[src/rtl/rr_bus_arbiter.sv]
// Round-robin bus arbiter: registered one-hot grant gates each requester bus to zero when not owned.
// Optional preemption under contention after MAX_HOLD cycles is enabled with `define ARB_TIMEOUT_EN.
module rr_bus_arbiter #(
  parameter int unsigned BUS_WIDTH = 4,
  parameter int unsigned NB_INS    = 3,
  parameter int unsigned MAX_HOLD  = 8,
  localparam int unsigned IDX_W    = (NB_INS > 1) ? $clog2(NB_INS) : 1
) (
  input  logic                 clk,
  input  logic                 reset,
  input  logic [NB_INS-1:0]    req,
  input  logic [BUS_WIDTH-1:0] in_buses    [NB_INS],
  output logic [BUS_WIDTH-1:0] gated_buses [NB_INS],
  output logic [NB_INS-1:0]    grant,
  output logic [IDX_W-1:0]     owner,
  output logic                 busy
);

  if (NB_INS < 2 || MAX_HOLD < 1) begin : gen_param_check
    $error("rr_bus_arbiter: NB_INS must be >= 2 and MAX_HOLD >= 1");
  end

  typedef enum logic [0:0] {StIdle, StGranted} state_e;

  state_e              state_q, state_d;
  logic [NB_INS-1:0]   grant_q, grant_d;
  logic [IDX_W-1:0]    owner_q, owner_d;
  logic [IDX_W-1:0]    last_q, last_d;
  logic [NB_INS-1:0]   cand;
  logic [NB_INS-1:0]   pick_onehot;
  logic [IDX_W-1:0]    pick;
  logic                found;
  logic                new_grant;
  logic                timeout;

  // Search starts after the most recent owner; the current owner is masked so it
  // can never re-win its own handoff or preemption.
  always_comb begin
    int unsigned idx;
    cand        = req & ~grant_q;
    found       = 1'b0;
    pick        = '0;
    pick_onehot = '0;
    idx         = 0;
    for (int unsigned k = 0; k < NB_INS; k++) begin
      idx = (32'(last_q) + 32'd1 + k) % NB_INS;
      if (!found && cand[idx]) begin
        found            = 1'b1;
        pick             = IDX_W'(idx);
        pick_onehot[idx] = 1'b1;
      end
    end
  end

`ifdef ARB_TIMEOUT_EN
  localparam int unsigned HOLD_W = (MAX_HOLD > 1) ? $clog2(MAX_HOLD) : 1;
  logic [HOLD_W-1:0] hold_q, hold_d;

  assign timeout = (hold_q == HOLD_W'(MAX_HOLD - 1));

  always_comb begin
    hold_d = hold_q;
    if (new_grant || state_d == StIdle) begin
      hold_d = '0;
    end else if (!timeout) begin
      hold_d = hold_q + 1'b1;
    end
  end

  always_ff @(posedge clk) begin
    if (reset) begin
      hold_q <= '0;
    end else begin
      hold_q <= hold_d;
    end
  end
`else
  assign timeout = 1'b0;
`endif

  always_comb begin
    state_d   = state_q;
    grant_d   = grant_q;
    owner_d   = owner_q;
    new_grant = 1'b0;
    unique case (state_q)
      StIdle: begin
        new_grant = found;
      end
      StGranted: begin
        if (!req[owner_q]) begin
          new_grant = found;
          if (!found) begin
            state_d = StIdle;
            grant_d = '0;
            owner_d = '0;
          end
        end else if (timeout && found) begin
          new_grant = 1'b1;
        end
      end
      default: begin
        state_d = StIdle;
        grant_d = '0;
        owner_d = '0;
      end
    endcase
    if (new_grant) begin
      state_d = StGranted;
      grant_d = pick_onehot;
      owner_d = pick;
    end
  end

  assign last_d = new_grant ? pick : last_q;

  always_ff @(posedge clk) begin
    if (reset) begin
      state_q <= StIdle;
      grant_q <= '0;
      owner_q <= '0;
      last_q  <= IDX_W'(NB_INS - 1);
    end else begin
      state_q <= state_d;
      grant_q <= grant_d;
      owner_q <= owner_d;
      last_q  <= last_d;
    end
  end

  always_comb begin
    for (int unsigned i = 0; i < NB_INS; i++) begin
      gated_buses[i] = grant_q[i] ? in_buses[i] : '0;
    end
  end

  assign grant = grant_q;
  assign owner = owner_q;
  assign busy  = |grant_q;

endmodule
[config.mk]
export PLATFORM = sky130hd
export DESIGN_NAME = rr_bus_arbiter
export DESIGN_NICKNAME = d
export VERILOG_FILES = /design/src/rtl/rr_bus_arbiter.sv
export SDC_FILE = /design/constraint.sdc
export NUM_CORES = 1
export LEC_CHECK = 0
export CORE_MARGIN = 4
export CORE_UTILIZATION = 40
export DETAILED_ROUTE_END_ITERATION = 16
export PLACE_DENSITY = 0.89
export SYNTH_ARGS = -nofsm -noshare
export SYNTH_HDL_FRONTEND = slang
export SYNTH_SLANG_ARGS = --single-unit
[constraint.sdc]
create_clock -name clk -period 2.3 [get_ports clk]
set_input_delay 0.46 -clock clk [delete_from_list [all_inputs] [get_ports clk]]
set_output_delay 0.46 -clock clk [all_outputs]
set_load 0.005 [all_outputs]
==> flow_metrics.env <==
export IMPL_ys_seq_area_share_pct=21.73
export IMPL_worstSkewPairLatency_ns=0.27
export IMPL_via_per_inst=5.471
export IMPL_fill_cells=158
export IMPL_ys_flop_type="dfxtp_1"
export IMPL_rows=15
export IMPL_drc=0
export IMPL_drt_iter0_drc=27
export IMPL_synth_cells=91
export IMPL_crit_chain="inv_1, ha_2, or4b_1, nand4_2, nor3_2, or3_4, o32ai_1"
export IMPL_firstDrtPassIters=4
export IMPL_htreeDepth=1
export IMPL_cts_path_max_buffers=2
export IMPL_min_delay_start="owner[0]"
export IMPL_port_buffers=34
export IMPL_drive_gt1_share_pct=12.31
export IMPL_relSlewSlack_pct=67.40
export IMPL_drtAntennaViolNets=0
export IMPL_clock_power_share_pct=8.3
export IMPL_critPathLaunchType="flop"
export IMPL_p_sw_mw=0.5726
export IMPL_die_h_um=50.93
export IMPL_dp_final_hpwl_um=1876
export IMPL_cts_setup_buffers=0
export IMPL_gp_congestion=0.9197
export IMPL_fin_cells=155
export IMPL_synth_edf_count=0
export IMPL_cp_data_required_time_ns=2.46
export IMPL_grt_pass1_vias=775
export IMPL_whs_ns=0.5404
export IMPL_cts_root_buf="clkbuf_4"
export IMPL_crit_path_max_fanout=6
export IMPL_dieWidth_um=50.93
export IMPL_core_mm2=0.001745
export IMPL_cp_startpoint="last_q[0]"
export IMPL_min_period_over_period_pct=95.32
export IMPL_holdCritPathClass="flop to flop"
export IMPL_routed_wirelength_um=2313
export IMPL_async_reset_ff_share_pct=0
export IMPL_nets=153
export IMPL_rsz0062_at_grt="no"
export IMPL_start_util_pct=42.22
export IMPL_critPathTopFamily="simple AND/OR/NAND/NOR gates"
export IMPL_clk_pin_slew_worst_paths_ns=0.05
export IMPL_cap_violations=0
export IMPL_grt_max_degree=11
export IMPL_arrival_ns=2.35
export IMPL_path_class="flop to flop"
export IMPL_synth_nets=112
export IMPL_setup_viol=0
export IMPL_slew_violations=0
export IMPL_area_growth_pct=57.90
export IMPL_fin_total_pwr_mw=1.341
export IMPL_diodes=0
export IMPL_power_density_mw_per_mm2=1152
export IMPL_cp_num_buf_inv=1
export IMPL_yosysUniqueCellTypes=38
export IMPL_end_kind="flop"
export IMPL_overflow=0
export IMPL_synth_area_um2=737.0
export IMPL_cts_hold_buf=0
export IMPL_hold_violations=0
export IMPL_status="completed"
export IMPL_tns_ns=0
export IMPL_io_pins=35
export IMPL_p_leak_nw=0.4311
export IMPL_cp_slowest_cell="or4b_1"
export IMPL_yosys_warnings=0
export IMPL_internal_power_mw=0.7681
export IMPL_finClkSkew_ns=0.005755
export IMPL_sequentialPowerShare_pct=21.1
export IMPL_clkSinkCount=8
export IMPL_cts_tree="built"
export IMPL_route_vias_total=848
export IMPL_final_min_clock_period_ns=2.192
export IMPL_grt_use_total_pct=18.75
export IMPL_r2r_start="last_q[0]"
export IMPL_max_stage_delay_ns=0.55
export IMPL_ir_worst_vdd_mv=0.7306
export IMPL_grt_first_pass_wirelength_um=3629
export IMPL_cts_buffers=3
export IMPL_dp_cells=152
export IMPL_dieArea_mm2=0.002593
export IMPL_pwr_share_comb_pct=70.6
export IMPL_antenna_found_initial=0
export IMPL_worst_pin_slew_ns=0.4829
export IMPL_wire_per_inst_um=14.92
export IMPL_sw_frac_of_total_pct=42.71
export IMPL_max_freq_ghz=0.4561
export IMPL_ff2ff_setup_slack_ns=0.11
export IMPL_final_util_pct=66.67
export IMPL_ys_seq_elements=8
export IMPL_syn_mean_instance_area_um2=8.098
==> cells in the mapped netlist, types with 2 or more instances <==
cell | count | area, um2
nor2b_1 | 2 | 12.51
o32ai_1 | 4 | 35.03
nand2b_1 | 5 | 31.28
ha_1 | 4 | 50.05
inv_1 | 9 | 33.78
o22ai_1 | 3 | 18.77
nand3b_1 | 2 | 15.01
o21ai_1 | 3 | 15.01
o21ai_0 | 3 | 15.01
nor2_1 | 6 | 22.52
dfxtp_1 | 8 | 160.2
and2_1 | 12 | 75.07
or4bb_1 | 3 | 33.78
a21oi_1 | 3 | 15.01
==> cells in the final DEF (no fill, tap or decap) <==
master / n
a31oi_1: 1
o21a_1: 1
nand4_2: 1
o221ai_1: 1
a31oi_2: 1
a211oi_1: 1
or4b_4: 1
ha_1: 3
nor2_1: 6
inv_1: 9
o21ai_0: 3
clkdlybuf4s50_1: 34
nor3_2: 1
nand3b_1: 2
o311ai_0: 1
or4bb_1: 3
dfxtp_1: 8
nand3_1: 1
o22a_1: 1
nand2b_1: 5
ha_2: 1
o21bai_1: 1
nor3b_1: 1
nor4_4: 1
or3b_2: 1
nand2_1: 1
buf_4: 4
o22ai_1: 3
mux2i_1: 1
nor2b_1: 2
clkbuf_4: 3
and2_1: 12
and3_1: 1
o21ai_1: 3
a21oi_2: 1
o32ai_1: 4
a21oi_1: 3
a22oi_1: 1
or3_4: 1
or4b_1: 1
==> kinds of logic (layout without fill, tap and decap cells) <==
kind of cell	after synthesis	after routing	share of synthesized area (%)
fa+ha+maj	4	4	6.791
flops	8	8	21.73
buf+inv	11	50	6.620
simple gates	41	41	38.71
compound gates	26	26	24.79
mux	1	1	1.358
==> registers in the layout, indices dropped and copies added, names as in the netlist <==
name     cells
grant        3
state_q      1
last_q       2
owner        2
==> power groups by stage <==
stage	combinational (mW)	sequential (mW)	clock [mW]
final	0.947	0.283	0.111
after global routing	1.02	0.300	0.122
after CTS	0.916	0.280	0.113
after detailed placement	0.903	0.283	0
after global placement	0.870	0.278	0
after floorplan	0.532	0.261	0
==> timing repair <==
| item | CTS | global route |
|---|---|---|
| hold endpoints to repair | 0 | 0 |
| gates cloned | 0 | 0 |
| resized for setup | 1 | 2 |
| setup endpoints to repair | 1 | 5 |
==> worst paths after layout <==
check	to	cells past startpoint
max	grant[2]	7
min	owner[0]	2
max reg2reg	grant[2]	7
min reg2reg	owner[0]	2
==> stage by stage <==
| stage | instance area [um2] | setup slack [ns] |
|---|---|---|
| global placement | 1124 | 0.02986 |
| detailed placement | 1124 | -0.06937 |
| CTS | 1152 | 0.04580 |
| finish | 1164 | 0.1077 |
| floorplan | 737.0 | 0.2168 |
| global route | 1164 | 0.02406 |
==> worst reg2reg max path, cell delays in order (launching register included) <==
cell,delay (ns)
dfxtp_1,0.38
inv_1,0.10
ha_2,0.34
or4b_1,0.55
nand4_2,0.14
nor3_2,0.06
or3_4,0.37
o32ai_1,0.15
==> area by class of cell <==
class                   instances  area, um2  area share [%]
clock buffers                   3      22.52           1.935
inverters                       9      33.78           2.903
multi-input cells              72      545.5           46.88
flip-flops and latches          8      160.2           13.76
well taps                      25      31.28           2.688
repair buffers                 38      370.4           31.83
==> routing by layer <==
metal / vias up / share of wire (%) / GRT usage (%)
li1: 418 / - / -
met1: 394 / 38 / 21.44
met2: 29 / 54 / 32.62
met3: 7 / 5.1 / 1.749
met4: 0 / 2.9 / 12.56
met5: - / 0 / 0
No activity file was read; power rests on OpenSTA's default activity.
==> variant 1: new RTL, same flow settings <==
The parameter `BUS_WIDTH` goes from 4 to 3.
--- a/src/rtl/rr_bus_arbiter.sv
+++ b/src/rtl/rr_bus_arbiter.sv
@@ -2,5 +2,5 @@
 // Optional preemption under contention after MAX_HOLD cycles is enabled with `define ARB_TIMEOUT_EN.
 module rr_bus_arbiter #(
-  parameter int unsigned BUS_WIDTH = 4,
+  parameter int unsigned BUS_WIDTH = 3,
   parameter int unsigned NB_INS    = 3,
   parameter int unsigned MAX_HOLD  = 8,
Ports: changed (resized gated_buses and in_buses); port bits go from 35 to 29. The function was not compared with the original's and may differ.
==> variant 1 against the original RTL <==
Sequential cell count did not move. Area after synthesis fell by 4.2%. Non-clock buffer count fell by 8. Cell area fell by 10%. Clock skew fell by 0.0040 ns. Sequential share of layout area rose by 1.6 points. Final cell count fell by 6.5%. Setup slack improved by 0.073 ns. Power fell by 16%. Routed wire length fell by 12%. Clock power fell by 8%. Largest power group unchanged.
==> variant 1: results (changes against the original RTL) <==
.. list-table::
   :header-rows: 1

   * - Metric
     - Value
   * - Worst slew pin tran
     - 0.438 ns (was 0.483 ns)
   * - Pin count of the biggest net entering global routing
     - 14 (was 11)
   * - Detailed-route vias per instance
     - 5.66 (was 5.47)
   * - R2R setup slack
     - 0.21 ns (was 0.11 ns)
   * - Global routing met3 resource utilization
     - 0.0271 (was 0.0175)
   * - Nets
     - 141 (was 153)
   * - Post-route clock skew
     - 0.00174 ns (was 0.00575 ns)
   * - Library cells used by synthesis
     - 33 (was 38)
   * - Final min period
     - 2.12 ns (was 2.19 ns)
   * - Detailed placement HPWL
     - 1650 um (was 1880 um)
   * - Critical Path AT
     - 2.26 ns (was 2.35 ns)
   * - Overall via count from detail_route
     - 821 (was 848)
   * - Met2 track demand over resource
     - 0.304 (was 0.326)
   * - Routability cong.
     - 1.01 (was 0.920)
   * - Post-Place Worst Slack
     - -0.0638 ns (was -0.0694 ns)
   * - Seq/Total Area, Yosys
     - 0.227 (was 0.217)
   * - P_leak
     - 0.401 nW (was 0.431 nW)
   * - Synth cell count leaders
     - sky130_fd_sc_hd__and2_1 (10), sky130_fd_sc_hd__dfxtp_1 (8), sky130_fd_sc_hd__nand2b_1 (8) (was sky130_fd_sc_hd__and2_1 (12), sky130_fd_sc_hd__inv_1 (9), sky130_fd_sc_hd__dfxtp_1 (8))
   * - Leading cell types by total area after synthesis
     - sky130_fd_sc_hd__dfxtp_1 (23%), sky130_fd_sc_hd__and2_1 (8.9%), sky130_fd_sc_hd__ha_1 (7.1%) (was sky130_fd_sc_hd__dfxtp_1 (22%), sky130_fd_sc_hd__and2_1 (10%), sky130_fd_sc_hd__ha_1 (6.8%))
   * - Port-buffer cells
     - 28 (was 34)
   * - Result of the run
     - finished, final reports clean (unchanged)
   * - Detailed Route Iter0 Violations
     - 37 (was 27)
   * - Average instance area after synthesis
     - 7.75 um^2 (was 8.10 um^2)
   * - Slowest stage delay, CP
     - 0.50 ns (was 0.55 ns)
   * - First-pass GRT wire length
     - 3310 um (was 3630 um)
   * - Width of the die
     - 50 um (was 50.9 um)
   * - Count of instances resized after the clock tree is built
     - 0 (was 1)
   * - Placed cell area
     - 1020 um^2 (was 1120 um^2)
   * - Met1 Resource Use GR
     - 0.201 (was 0.214)
   * - Cell type group with the largest total delay on the critical path
     - compound AO/OA/AOI/OAI gates (was simple AND/OR/NAND/NOR gates)
   * - Vias in the first global route
     - 723 (was 775)
   * - Wire length reported by the detailed router
     - 2050 um (was 2310 um)
   * - Latest clock arrival within the worst-skew pair
     - 0.24 ns (was 0.27 ns)
## variant 1: kinds of logic after synthesis
group,share of synthesized area
adder cells (fa/ha/maj),0.0709
flip-flops,0.227
multiplexers,0.0426
buffers and inverters,0.0550
AND/OR/NAND/NOR,0.319
AO/OA/AOI/OAI,0.285
## variant 1: stage by stage
step           hold WS (ns)  utilization  TNS [ns]
2_1_floorplan         0.486            -         0
3_3_place_gp          0.508        0.639         0
3_5_place_dp          0.539        0.639    -0.109
4_1_cts               0.546        0.653         0
5_1_grt               0.584        0.655         0
6_report              0.548        0.655         0
## variant 1: worst max path at each step
stage                            from                     to  depth (start not counted)
2_1_floorplan  last_q[0]$_SDFFE_PP0P_  grant[1]$_SDFFE_PP0P_                          7
3_3_place_gp                   req[2]  grant[0]$_SDFFE_PP0P_                          6
3_5_place_dp                   req[2]  grant[2]$_SDFFE_PP0P_                          6
4_1_cts        last_q[0]$_SDFFE_PP0P_  grant[2]$_SDFFE_PP0P_                          7
5_1_grt                        req[2]  grant[2]$_SDFFE_PP0P_                          6
6_report                       req[2]  grant[2]$_SDFFE_PP0P_                          6
## variant 1: layer usage
| layer | share of wire | wire [um] |
|---|---|---|
| met1 | 0.40 | 815 |
| met2 | 0.54 | 1110 |
| met3 | 0.054 | 110 |
| met4 | 0.0029 | 6 |
| met5 | 0 | 0 |
## variant 1: cell type report
type	instances	area (um^2)	share of cell area
multi-input cells	73	509	0.488
repair buffers	30	295	0.283
flip-flops and latches	8	160	0.153
well taps	24	30.0	0.0288
inverters	7	26.3	0.0252
clock buffers	3	22.5	0.0216
## variant 1: report_power, final
group / total [mW] / internal, mW / switching [mW]
clock network: 0.102 / 0.0594 / 0.0426
logic: 0.774 / 0.390 / 0.384
registers: 0.247 / 0.189 / 0.0575
==> variant 2: new RTL, same settings <==
Without the edit above. The option `ARB_TIMEOUT_EN` is turned on by a define.
--- a/src/rtl/rr_bus_arbiter.sv
+++ b/src/rtl/rr_bus_arbiter.sv
@@ -1,4 +1,6 @@
 // Round-robin bus arbiter: registered one-hot grant gates each requester bus to zero when not owned.
 // Optional preemption under contention after MAX_HOLD cycles is enabled with `define ARB_TIMEOUT_EN.
+`define ARB_TIMEOUT_EN
+
 module rr_bus_arbiter #(
   parameter int unsigned BUS_WIDTH = 4,
Function: changed (a bounded check fails within 10 cycles, from zero or initial values and one cycle with reset high).
==> variant 2 against the original RTL <==
Worst hold slack got worse by 0.065 ns. Sequential cell count increased by 3. Cell area increased by 23%. Routed wire length increased by 31%. Area after synthesis increased by 38%. Critical endpoint is now grant[1]$_SDFFE_PP0P_. Setup slack improved by 0.088 ns. Global-route usage decreased by 1.4 points. Power increased by 14%. Synthesized cell count increased by 47%.
==> variant 2: results (changes against the original RTL) <==
.. list-table::
   :header-rows: 1

   * - Metric
     - Value
   * - Power in the clock group
     - 0.135 mW (was 0.111 mW)
   * - Critical Path AT
     - 2.25 ns (was 2.35 ns)
   * - Vias in the first global route
     - 1101 (was 775)
   * - Worst Path Max Fanout
     - 15 (was 6)
   * - Routed wire length on met3
     - 335 um (was 118 um)
   * - Area share of the leading cell type in the synthesized netlist
     - 0.216 (was 0.217)
   * - Area share of fa/ha/maj cells after synthesis
     - 0.0848 (was 0.0679)
   * - Mux cell area share after synthesis
     - 0.0209 (was 0.0136)
   * - Post-route clock skew
     - 0.00328 ns (was 0.00575 ns)
   * - Wire length reported by the detailed router
     - 3030 um (was 2310 um)
   * - Synth cell count leaders
     - sky130_fd_sc_hd__and2_1 (12), sky130_fd_sc_hd__dfxtp_1 (11), sky130_fd_sc_hd__nor2_1 (10) (was sky130_fd_sc_hd__and2_1 (12), sky130_fd_sc_hd__inv_1 (9), sky130_fd_sc_hd__dfxtp_1 (8))
   * - Seq/Total Area, Yosys
     - 0.216 (was 0.217)
   * - Reg clk slew, reported paths
     - 0.07 ns (was 0.05 ns)
   * - Filler Cells Inserted
     - 223 (was 158)
   * - GR Util All Layers
     - 0.174 (was 0.187)
   * - Relative slew slack
     - 0.658 (was 0.674)
   * - Number of optimization iterations in the first detailed-route pass
     - 6 (was 4)
   * - Number of nets in the synthesized netlist
     - 157 (was 112)
   * - Combinational group share of total power
     - 0.712 (was 0.706)
   * - Worst min-delay path startpoint
     - hold_q[2]$_SDFFE_PP0P_ (was owner[0]$_SDFFE_PP0P_)
   * - Share of the clock period used by the worst path
     - 0.915 (was 0.953)
   * - Max stage delay cell, worst path
     - sky130_fd_sc_hd__ha_1 (was sky130_fd_sc_hd__or4b_1)
   * - Compound-Gate Fraction of Synth Area
     - 0.308 (was 0.248)
   * - R2R setup slack
     - 0.20 ns (was 0.11 ns)
   * - Met1 wire length
     - 1260 um (was 871 um)
   * - Pin count of the biggest net entering global routing
     - 16 (was 11)
   * - Non-Filler Cell Area, Final
     - 1440 um^2 (was 1160 um^2)
   * - Worst voltage drop across the vdd grid
     - 0.757 mV (was 0.731 mV)
   * - Detailed Route Iter0 Violations
     - 85 (was 27)
   * - Post-Place Worst Slack
     - 0.0972 ns (was -0.0694 ns)
   * - First-pass GRT wire length
     - 4770 um (was 3630 um)
   * - Fraction of layout cells with a size suffix above 1
     - 0.110 (was 0.123)
   * - WHS Endpoint
     - hold_q[2]$_SDFFE_PP0P_ (was owner[0]$_SDFFE_PP0P_)
   * - Fin Hold WS
     - 0.475 ns (was 0.540 ns)
   * - Met2 wire length
     - 1380 um (was 1260 um)
   * - P_leak
     - 0.540 nW (was 0.431 nW)
   * - Result of the run
     - finished, final reports clean (unchanged)
   * - Detailed placement HPWL
     - 2350 um (was 1880 um)
## variant 2: cell count changes after synthesis, moves of 4 or more
| cell | unedited run | this run |
|---|---|---|
| sky130_fd_sc_hd__o21ai_0 | 3 | 7 |
| sky130_fd_sc_hd__nand2_1 | 1 | 6 |
| sky130_fd_sc_hd__a21oi_1 | 3 | 9 |
| sky130_fd_sc_hd__nand4_1 | 0 | 4 |
| sky130_fd_sc_hd__o32ai_1 | 4 | 0 |
| sky130_fd_sc_hd__o211ai_1 | 0 | 4 |
| sky130_fd_sc_hd__nor2_1 | 6 | 10 |
## variant 2: area by class of cell
| type | instances | share of cell area |
|---|---|---|
| clock buffer | 4 | 0.0183 |
| inverter | 9 | 0.0235 |
| multi-input combinational | 108 | 0.510 |
| sequential | 11 | 0.153 |
| tap | 30 | 0.0262 |
| timing repair buffer | 40 | 0.269 |
